<file path="src/rtl/mux_n_to_1_arb_pkg.sv">
// ---------------------------------------------------------------------------
// mux_pkg
// Shared types and helpers for the arbitrated N-to-1 multiplexer.
//   arb_mode_e    : arbitration mode selector (fixed priority / round-robin)
//   onehot_to_idx : converts a one-hot grant into a binary channel index
//   rr_pick       : one-hot grant of the first requester at or after ptr,
//                   wrapping modulo n (n need not be a power of two)
// Helpers work on MAX_CHAN-wide vectors; callers zero-extend and slice.
// ---------------------------------------------------------------------------
package mux_pkg;

    localparam int MAX_CHAN = 16;
    localparam int MAX_IDX  = 4;
    localparam int CNT_W    = MAX_IDX + 1;

    typedef enum logic {
        ARB_FIXED = 1'b0,
        ARB_RR    = 1'b1
    } arb_mode_e;

    function automatic logic [MAX_IDX-1:0] onehot_to_idx(input logic [MAX_CHAN-1:0] oh);
        logic [MAX_IDX-1:0] idx;
        idx = '0;
        for (int k = 0; k < MAX_CHAN; k++) begin
            if (oh[k]) begin
                idx = idx | MAX_IDX'(k);
            end
        end
        return idx;
    endfunction

    // ptr < n, so ptr + s stays below 2n and a single subtraction wraps it.
    function automatic logic [MAX_CHAN-1:0] rr_pick(input logic [MAX_CHAN-1:0] valid,
                                                     input logic [MAX_IDX-1:0]  ptr,
                                                     input logic [CNT_W-1:0]    n);
        logic [MAX_CHAN-1:0] gnt;
        logic [CNT_W-1:0]    pos;
        logic                found;
        gnt   = '0;
        found = 1'b0;
        for (int s = 0; s < MAX_CHAN; s++) begin
            pos = {1'b0, ptr} + CNT_W'(s);
            if (pos >= n) begin
                pos = pos - n;
            end
            if ((CNT_W'(s) < n) && !found && valid[pos[MAX_IDX-1:0]]) begin
                gnt[pos[MAX_IDX-1:0]] = 1'b1;
                found                 = 1'b1;
            end
        end
        return gnt;
    endfunction

endpackage

</file>
<file path="src/rtl/mux_n_to_1_arb_arb_rr.sv">
// ---------------------------------------------------------------------------
// arb_rr
// Combinational round-robin arbiter. Grants the first requester found when
// searching from i_ptr upward with wrap-around. Tying i_ptr to 0 turns it
// into a fixed-priority (lowest index wins) arbiter.
// Ports:
//   i_req [CHAN_NUM]  : request vector
//   i_ptr [IDX_WIDTH] : search start position (must be < CHAN_NUM)
//   i_en              : grant enable; o_gnt is all-zero when low
//   o_gnt [CHAN_NUM]  : one-hot grant, all-zero when no request
// ---------------------------------------------------------------------------
module arb_rr
    import mux_pkg::*;
#(
    parameter  int CHAN_NUM  = 4,
    localparam int IDX_WIDTH = $clog2(CHAN_NUM)
) (
    input  logic [CHAN_NUM-1:0]  i_req,
    input  logic [IDX_WIDTH-1:0] i_ptr,
    input  logic                 i_en,
    output logic [CHAN_NUM-1:0]  o_gnt
);

    logic [MAX_CHAN-1:0] w_pick;
    logic                w_unusedPick;

    assign w_pick       = rr_pick(MAX_CHAN'(i_req), MAX_IDX'(i_ptr), CNT_W'(CHAN_NUM));
    assign o_gnt        = i_en ? w_pick[CHAN_NUM-1:0] : '0;
    // Bits above CHAN_NUM are always zero and intentionally dropped.
    assign w_unusedPick = ^w_pick;

endmodule

</file>
<file path="src/rtl/mux_n_to_1_arb.sv">
// ---------------------------------------------------------------------------
// mux_n_to_1_arb
// N-to-1 data multiplexer with per-channel valid/ready, internal arbitration
// (fixed priority or round-robin) and one registered output stage.
// Ports:
//   i_clk, i_rst                  : clock, async active-high reset
//   i_valid [CHAN_NUM]            : per-channel request valid
//   o_ready [CHAN_NUM]            : per-channel accept (at most one set)
//   i_data  [CHAN_NUM*DATA_WIDTH] : flattened payloads, channel k at k*DW
//   o_valid                       : registered output beat valid
//   i_ready                       : downstream accept
//   o_data  [DATA_WIDTH]          : registered output payload
//   o_idx   [IDX_WIDTH]           : source channel of o_data
// ---------------------------------------------------------------------------
module mux_n_to_1_arb
    import mux_pkg::*;
#(
    parameter  int CHAN_NUM   = 4,
    parameter  int DATA_WIDTH = 32,
    parameter  int ARB_MODE   = 0,
    localparam int IDX_WIDTH  = $clog2(CHAN_NUM)
) (
    input  logic                           i_clk,
    input  logic                           i_rst,
    input  logic [CHAN_NUM-1:0]            i_valid,
    output logic [CHAN_NUM-1:0]            o_ready,
    input  logic [CHAN_NUM*DATA_WIDTH-1:0] i_data,
    output logic                           o_valid,
    input  logic                           i_ready,
    output logic [DATA_WIDTH-1:0]          o_data,
    output logic [IDX_WIDTH-1:0]           o_idx
);

    localparam logic                 IS_RR    = (ARB_MODE == int'(ARB_RR));
    localparam logic [IDX_WIDTH-1:0] LAST_IDX = IDX_WIDTH'(CHAN_NUM - 1);

    logic                  r_valid;
    logic [DATA_WIDTH-1:0] r_data;
    logic [IDX_WIDTH-1:0]  r_idx;
    logic [IDX_WIDTH-1:0]  r_ptr;

    logic                  w_ld;
    logic                  w_en;
    logic [IDX_WIDTH-1:0]  w_arbPtr;
    logic [CHAN_NUM-1:0]   w_gnt;
    logic                  w_xfer;
    logic [MAX_IDX-1:0]    w_gntIdxFull;
    logic [IDX_WIDTH-1:0]  w_gntIdx;
    logic [DATA_WIDTH-1:0] w_selData;
    logic                  w_unusedIdx;

    // Output register can take a new beat when empty or being drained.
    assign w_ld     = !r_valid || i_ready;
    // Reset must hide o_ready even though the grant logic is combinational.
    assign w_en     = w_ld && !i_rst;
    assign w_arbPtr = IS_RR ? r_ptr : '0;

    arb_rr #(
        .CHAN_NUM (CHAN_NUM)
    ) u_arb (
        .i_req (i_valid),
        .i_ptr (w_arbPtr),
        .i_en  (w_en),
        .o_gnt (w_gnt)
    );

    assign o_ready      = w_gnt;
    assign w_xfer       = |(i_valid & w_gnt);
    assign w_gntIdxFull = onehot_to_idx(MAX_CHAN'(w_gnt));
    assign w_gntIdx     = w_gntIdxFull[IDX_WIDTH-1:0];
    assign w_unusedIdx  = ^w_gntIdxFull;

    // AND-OR select over the one-hot grant; scales with CHAN_NUM without a LUT.
    always_comb begin
        w_selData = '0;
        for (int k = 0; k < CHAN_NUM; k++) begin
            w_selData = w_selData | (i_data[k*DATA_WIDTH +: DATA_WIDTH] & {DATA_WIDTH{w_gnt[k]}});
        end
    end

    // Output stage: load on transfer, drop valid when loading with nothing granted.
    always_ff @(posedge i_clk or posedge i_rst) begin
        if (i_rst) begin
            r_valid <= 1'b0;
            r_data  <= '0;
            r_idx   <= '0;
        end else if (w_ld) begin
            r_valid <= w_xfer;
            if (w_xfer) begin
                r_data <= w_selData;
                r_idx  <= w_gntIdx;
            end
        end
    end

    // Round-robin pointer moves just past the winner; stays 0 in fixed mode.
    always_ff @(posedge i_clk or posedge i_rst) begin
        if (i_rst) begin
            r_ptr <= '0;
        end else if (IS_RR && w_xfer) begin
            r_ptr <= (w_gntIdx == LAST_IDX) ? '0 : w_gntIdx + IDX_WIDTH'(1);
        end
    end

    assign o_valid = r_valid;
    assign o_data  = r_data;
    assign o_idx   = r_idx;

endmodule

</file>
<file path="config.mk">
export PLATFORM = sky130hd
export DESIGN_NAME = mux_n_to_1_arb
export DESIGN_NICKNAME = d
export VERILOG_FILES = /design/src/rtl/mux_n_to_1_arb_pkg.sv /design/src/rtl/mux_n_to_1_arb_arb_rr.sv /design/src/rtl/mux_n_to_1_arb.sv
export SDC_FILE = /design/constraint.sdc
export NUM_CORES = 1
export LEC_CHECK = 0
export ABC_AREA = 1
export CORE_UTILIZATION = 39
export CTS_CLUSTER_DIAMETER = 40
export DETAILED_ROUTE_END_ITERATION = 7
export GPL_TIMING_DRIVEN = 1
export PLACE_DENSITY = 0.95
export SKIP_LAST_GASP = 1
export SYNTH_ARGS = -nofsm -noshare
export SYNTH_HDL_FRONTEND = slang
export SYNTH_SLANG_ARGS = --single-unit
</file>
<file path="constraint.sdc">
create_clock -name i_clk -period 2.1 [get_ports i_clk]
set_input_delay 0.315 -clock i_clk [delete_from_list [all_inputs] [get_ports i_clk]]
set_output_delay 0.315 -clock i_clk [all_outputs]
set_load 0.01 [all_outputs]
</file>
; ---- After elaboration in Yosys (flattened, before gate mapping)
; Index checks and enable logic that the tools add are counted.
[totals]
regBits = 35
latchBits = 0
ram_bits = 0
mem_bits_ro = 0
in_bits = 135
out_inout_bits = 39
n_memories = 0
[classes]
n_addsub = 0
mul = 0
div = 0
n_lt_le_gt_ge = 0
eq_ne = 0
shift = 0
n_mux = 11
bitwise = 8
reduce_logical = 12
[ops]
columns = op, n
row1 = $and A32 B32 Y32, 4
row2 = $or A32 B32 Y32, 3
row3 = $mux W4, 2
row4 = $mux W2, 3
row5 = $logic_not A1 Y1, 5
row6 = $mux W1, 5
row7 = $and A4 B4 Y4, 1
row8 = $logic_and A1 B1 Y1, 4
row9 = $reduce_or A4 Y1, 1
row10 = $mux W3, 1
row11 = $reduce_and A2 Y1, 1
row12 = $logic_or A1 B1 Y1, 1

; ---- Longest topological paths before layout
; Gate-level depths: netlist of the first run.
[depth]
ltp_word = 15
ltp_mapped = 9
ltp_nobuf = 7

; ---- Hierarchy
; A second synthesis of the first run with hierarchy kept.
[unflattened]
hier_cells = 545
area_unflattened_um2 = 3129.3
[modules_own_cells]
columns = module, instances, cells_each, area_per_inst_um2
row1 = mux_n_to_1_arb, 1, 468, 2692.6
row2 = arb_rr, 1, 77, 436.7

; ---- Worst setup path after synthesis of the first run
; No wires, ideal clock.
[synth_timing]
path_type = input-to-output
from = input i_rst
to = output o_ready[1]
t_arrival_ns = 1.391
t_required_ns = 1.785
path_slack_ns = 0.394
stages = 2
n_path_buf = 0
path_cell_list = inv_1 and3_1
[synth_between]
elab_chain_len = 3
[synth_rtl]
columns = item, line
row1 = "start, declared", mux_n_to_1_arb.sv:24  ; input logic i_rst,
row2 = $logic_not A1 Y1 (no line), n/a
row3 = $logic_and A1 B1 Y1, mux_n_to_1_arb.sv:55  ; assign w_en = w_ld && !i_rst;
row4 = $mux W4, mux_n_to_1_arb_arb_rr.sv:28  ; assign o_gnt = i_en ? w_pick[CHAN_NUM-1:0] : '0;
row5 = "end, declared", mux_n_to_1_arb.sv:26  ; output logic [CHAN_NUM-1:0] o_ready,
; Every way passes these cells.

; ---- Worst setup path in the final report of the first run
[layout_timing]
from = input i_ready
to = output o_ready[2]
[layout_between]
elab_chain_len = 3
[layout_rtl]
columns = item, line
row1 = "start, declared", mux_n_to_1_arb.sv:29  ; input logic i_ready,
row2 = $logic_or A1 B1 Y1, mux_n_to_1_arb.sv:53  ; assign w_ld = !r_valid || i_ready;
row3 = $logic_and A1 B1 Y1, mux_n_to_1_arb.sv:55
row4 = $mux W4, mux_n_to_1_arb_arb_rr.sv:28
; Every way passes these cells.

==> metrics, run 1 <==
CP required=1780 ps; RD Place Congestion=roughly 0.80; via count of the routed design=3412; Power Density=549.4 nW/um^2; clk slew on worst S/H paths=around 70 ps; CP Launch Type=input port; Worst Setup SP=i_ready; CP cell instances=clkdlybuf4s50_1 > inv_2 > a21oi_4 > nand2_2 > inv_1 > clkdlybuf4s50_1; leak pwr=0.002159 uW; Power, Total=2430 uW; Max-Cap Viols=0; drt drc=0; global-route wire length before repair=14880 um; met3 Resource Use GR=4.970%; Post-synth EDFFs=0; Remaining Overflow, GRT=0; die width=82.84 um; WHS=515.6 ps; 1st-iter DRT viols=142; crit share post-route=a little over nine tenths; main flop type after synthesis=dfrtp_1; minimum clock period=2033 ps; Num CTS Buffers=5; Initial Util=40.37%; diode count=0; most used cell, CP=clkdlybuf4s50_1; yosys warns=0; syn_nets=520; Max IR drop VDD=roughly 0.00035 V; DR pass1 iterations=4; Async S/R FF share, synth=100.0%; worst skew pair latency=270 ps; Max Transition Viols Final=0; largest net degree at the start of global routing=77; Relative slew margins=55.77%; Layout Cells excl Fill=around 630; Hold WC Path Type=register to register; flop2flop setup slack=approximately 250 ps; met1 Usage GRT=28.71%; top cell type's share of synthesized area=between 30 and 40%; # IOs=174; placed cells=approximately 610; core area=6314 sq um; Total GRT Usage=26.60%; final setup fails=0; CP delay by family, top=buffers and inverters; #FFs+latches synth=35; r2r startpoint=o_valid; most frequent cell after synthesis=nand3_1; Max H-tree Level=2; Worst Clk Skew=5.102 ps; crit path buf inv count=4; number of global-route vias before repair=3326; setup TNS=0 ps; fmax=491.8 MHz; number of antenna violations at the first check in global routing=0; outcome=finished, final reports clean; routed wire length=9205 um; WS Path Type=input port to output pin; Synth-to-Final Area Change=73.54%; Clock Path Buffers=2; Final Hold Viols=0; Slowest-stage cell, CP=clkdlybuf4s50_1; critical path depth=6; TritonCTS clock tree=done; Post-DP HPWL=6641 um; Mean Syn Cell Area=6.620 sq um; number of distinct library cells after synthesis=18; std cell rows=29; unrepaired setup endpoints after global routing=no; Via density=5.459; Post-synth top cells=128 x nand3_1, 102 x nand2_1, 35 x dfrtp_1; met2 GRT Util=50.60%; GR peak layer=met2; DR WL/cell=14.73 um; share of layout cells above drive strength 1=6.387%; Crit Path Max Fanout=6; Slew @ Worst Pin=663.5 ps; CP Capture Type=output pin; Clock Sinks=35; sequential area share after synthesis=around 34%; Final #Nets=682; critical path arrival=1720 ps; Synth area leader=dfrtp_1; die height=roughly 83 um; Cells after Synth=385; Critical path destination=o_ready[2]; Area contributors post-synth=dfrtp_1 34%, nand3_1 25%, nand2_1 15%, nand4_1 8.3%, nor2_1 4.9%; Synth Cell Area=2549 sq um; clk root buf=clkbuf_8; CP max stage delay=around 530 ps; die area=6862 sq um; Detail Route Antenna Nets=0; RR Endpoint=o_data[15]; R2R depth=7; fin util=a little over two thirds; IO Port Bufs=173
state kept, by name, indices dropped and copies added (netlist names):
register,flops
o_valid,1
o_data,32
o_idx,2
through the flow:
stage,area (sq um),setup slack (ps)
2_1_floorplan,2549,393.9
3_3_place_gp,4297,-17.64
3_5_place_dp,4297,-79.40
4_1_cts,4410,17.37
5_1_grt,4423,1.478
6_report,4423,66.84
cell type report:
| class | count | area, sq um |
|---|---|---|
| timing repair buffer | 191 | 1883 |
| fill | 509 | 1891 |
| clock buffer | 8 | 100.1 |
| sequential | 35 | 875.8 |
| inverter | 8 | 30.03 |
| tap | 77 | 96.34 |
| multi-input combinational | 306 | 1438 |
cell usage in the layout (no fill, tap or decap):
master	count
dlygate4sd2_1	1
clkdlybuf4s50_1	170
dlymetal6s2s_1	2
clkbuf_8	7
nor2_2	1
dfrtp_1	35
nand2_1	102
buf_4	17
inv_2	3
nand4_1	34
a21o_1	1
nor2_4	2
a21oi_4	1
buf_12	1
inv_1	5
and3_1	1
clkbuf_1	1
nand3_1	128
nand2_2	3
nor2_1	33
worst min path at each step:
stage,to,cells after the start,slack [ps],start
5_1_grt,o_idx[1],1,540,o_idx[1]
3_3_place_gp,o_idx[1],1,480,o_idx[1]
4_1_cts,o_idx[1],1,520,o_idx[1]
3_5_place_dp,o_idx[1],1,490,o_idx[1]
6_report,o_idx[1],1,520,o_idx[1]
2_1_floorplan,o_data[0],1,470,i_rst
power breakdown:
part           total [uW]  switching [uW]  internal (uW)
sequential            892            83.3            809
combinational        1020             425            592
clock                 521             222            299
total                2430             730           1700
per-layer routing:
metal	share of wire, %	vias up
li1	-	1641
met1	38	1586
met2	53	165
met3	6.8	20
met4	2.4	0
met5	0	-
kinds of logic after synthesis:
family / synth area share (%)
compound gates: 0.9330
simple gates: 55.47
flops: 34.36
buf+inv: 9.229
what timing repair did:
action / CTS / global route
hold buffers: 0 / 0
pin swaps: 1 / 1
buffers inserted: 2 / 1
endpoints found under the hold margin: 0 / 0
setup endpoints to repair: 3 / 3
gates resized for setup: 1 / 2
(Power assumes the default switching activity.)
==> inputs of run 2 (changes only) <==
REMOVE_ABC_BUFFERS = 1   (was unset)
==> metrics, run 2 (synthesis results as in run 1) <==
die area=6862 sq um (unchanged); outcome=finished, final reports clean; WS Path Type=input port to output pin; number of flip-flops under the largest register name=32 (unchanged); clk slew on worst S/H paths=70 ps (about the same); Finished Cell Area=4420 sq um (about the same); diode count=0 (unchanged); final setup fails=0 (unchanged); drt drc=0 (unchanged); number of post-CTS setup repair buffers=0 (-2); critical path arrival=1650 ps (-70 ps); hold-fix buffers at CTS=0 (unchanged); minimum clock period=1965 ps (-67.90 ps); core area=6314 sq um (unchanged); Slew @ Worst Pin=455.3 ps (-208.2 ps); Detail Route Antenna Nets=0 (unchanged); share of layout cells above drive strength 1=6.055% (-0.33 points); via count of the routed design=3299 (-3.3%); Synth-to-Final Area Change=73.44% (about the same); die height=82.84 um (unchanged); post-place instance area=4297 sq um (unchanged); Remaining Overflow, GRT=0 (unchanged); Clock Path Buffers=2 (unchanged); Total GRT Usage=25.78% (-0.82 points); hold path depth=1 (unchanged); Slowest-stage cell, CP=clkdlybuf4s50_1; worst skew pair latency=280 ps (about the same); placed cells=614 (unchanged); routed wire length=9042 um (-1.8%); CP max stage delay=540 ps (about the same); 1st-iter DRT viols=145 (+2.1%); CP required=1780 ps (about the same); DR pass1 iterations=5 (+1); Max IR drop VDD=0.0003248 V (-5.9%); fin util=70.02% (about the same); R2R depth=7 (unchanged); Worst Clk Skew=4.597 ps (-0.5055 ps); Power Density=569.6 nW/um^2 (+3.7%); Final #Nets=679 (-0.44%); largest net degree at the start of global routing=75 (-2.6%); # IOs=174 (unchanged); number of antenna violations at the first check in global routing=0 (unchanged); Seq. cell area=875.8 sq um (unchanged); area of the multi-input gates=1438 sq um (unchanged); std cell rows=29 (unchanged); most frequent cells in the layout=169 x clkdlybuf4s50_1, 128 x nand3_1, 102 x nand2_1; Initial Util=40.37% (unchanged); Layout Cells excl Fill=622 (-0.48%); Max Transition Viols Final=0 (unchanged); Via density=5.304 (-2.8%); most used cell, CP=clkdlybuf4s50_1; leak pwr=0.002158 uW (about the same); CP Capture Type=output pin; Final Hold Viols=0 (unchanged); die width=82.84 um (unchanged); most common cell after layout, fill and taps aside=clkdlybuf4s50_1; RD Place Congestion=0.7617 (-5.4%); CP cell instances=clkdlybuf4s50_1 > inv_2 > nor2_2 > and3_1 > clkdlybuf4s50_1; Clock Sinks=35 (unchanged); number of global-route vias before repair=3225 (-3.0%); crit share post-route=93.58% (-3.2 points); Max H-tree Level=2 (unchanged); unrepaired setup endpoints after global routing=no; TritonCTS clock tree=done; Num CTS Buffers=5 (unchanged); Max-Cap Viols=0 (unchanged); global-route wire length before repair=14470 um (-2.8%); DR WL/cell=14.54 um (-1.3%); CP Launch Type=input port; Post-DP HPWL=6506 um (-2.0%); Crit Path Max Fanout=2 (-4); Power, Total=2518 uW (+3.6%); Fill cells=526 (+3.3%); fmax=508.8 MHz (+3.5%); Relative slew margins=69.65% (+14 points); clk root buf=clkbuf_8; Hold WC Path Type=register to register; IO Port Bufs=173 (unchanged)
[run 2: final timing paths]
kind,from,end,slack (ps)
worst max-delay path,i_valid[1],o_ready[1],130
worst min-delay path,o_idx[1],o_idx[1],530
worst max register to register,o_valid,o_data[29],280
worst min register to register,o_idx[1],o_idx[1],530
max in group asynchronous,i_rst,o_data[31],1230
min in group asynchronous,i_rst,o_valid,560
[run 2: metal layers]
metal	wire length, um	share of wire, %	track usage (%)
met5	0	0	0
met4	166	1.8	9.561
met3	698	7.7	6.859
met2	4553	50	46.35
met1	3623	40	29.08
[run 2: final cells by class]
cell class | count | area share, %
Timing Repair Buffer | 188 | 42.15
Tap cell | 77 | 2.179
Sequential cell | 35 | 19.81
Clock inverter | 2 | 0.7925
Clock buffer | 6 | 1.868
Multi-Input combinational cell | 306 | 32.52
Inverter | 8 | 0.6793
[run 2: timing repair]
item | CTS | global route
pin swaps | 0 | 0
setup endpoints to repair | 2 | 2
cloned | 0 | 0
gates resized for setup | 3 | 2
[run 2: power breakdown]
group	switching (uW)	total (uW)	internal [uW]	leakage (uW)
combinational	426	1010	588	0.00167
clock	234	618	384	0.0000612
sequential	78.0	886	808	0.000431
total	738	2520	1780	0.00216
[run 2: critical path, delay by kind of cell]
kind	cells	cell delay, ps
buf+inv	3	1060
simple gates	2	270
[run 2: per-stage QoR]
stage	setup WS (ps)	hold WS, ps	TNS, ps
after global routing	64.78	539.4	0
after global placement	2.537	477.1	0
after detailed placement	-60.17	496.1	-1310
after CTS	18.71	512.7	0
final	134.7	526.2	0
after floorplan	-1547	475.0	-57050
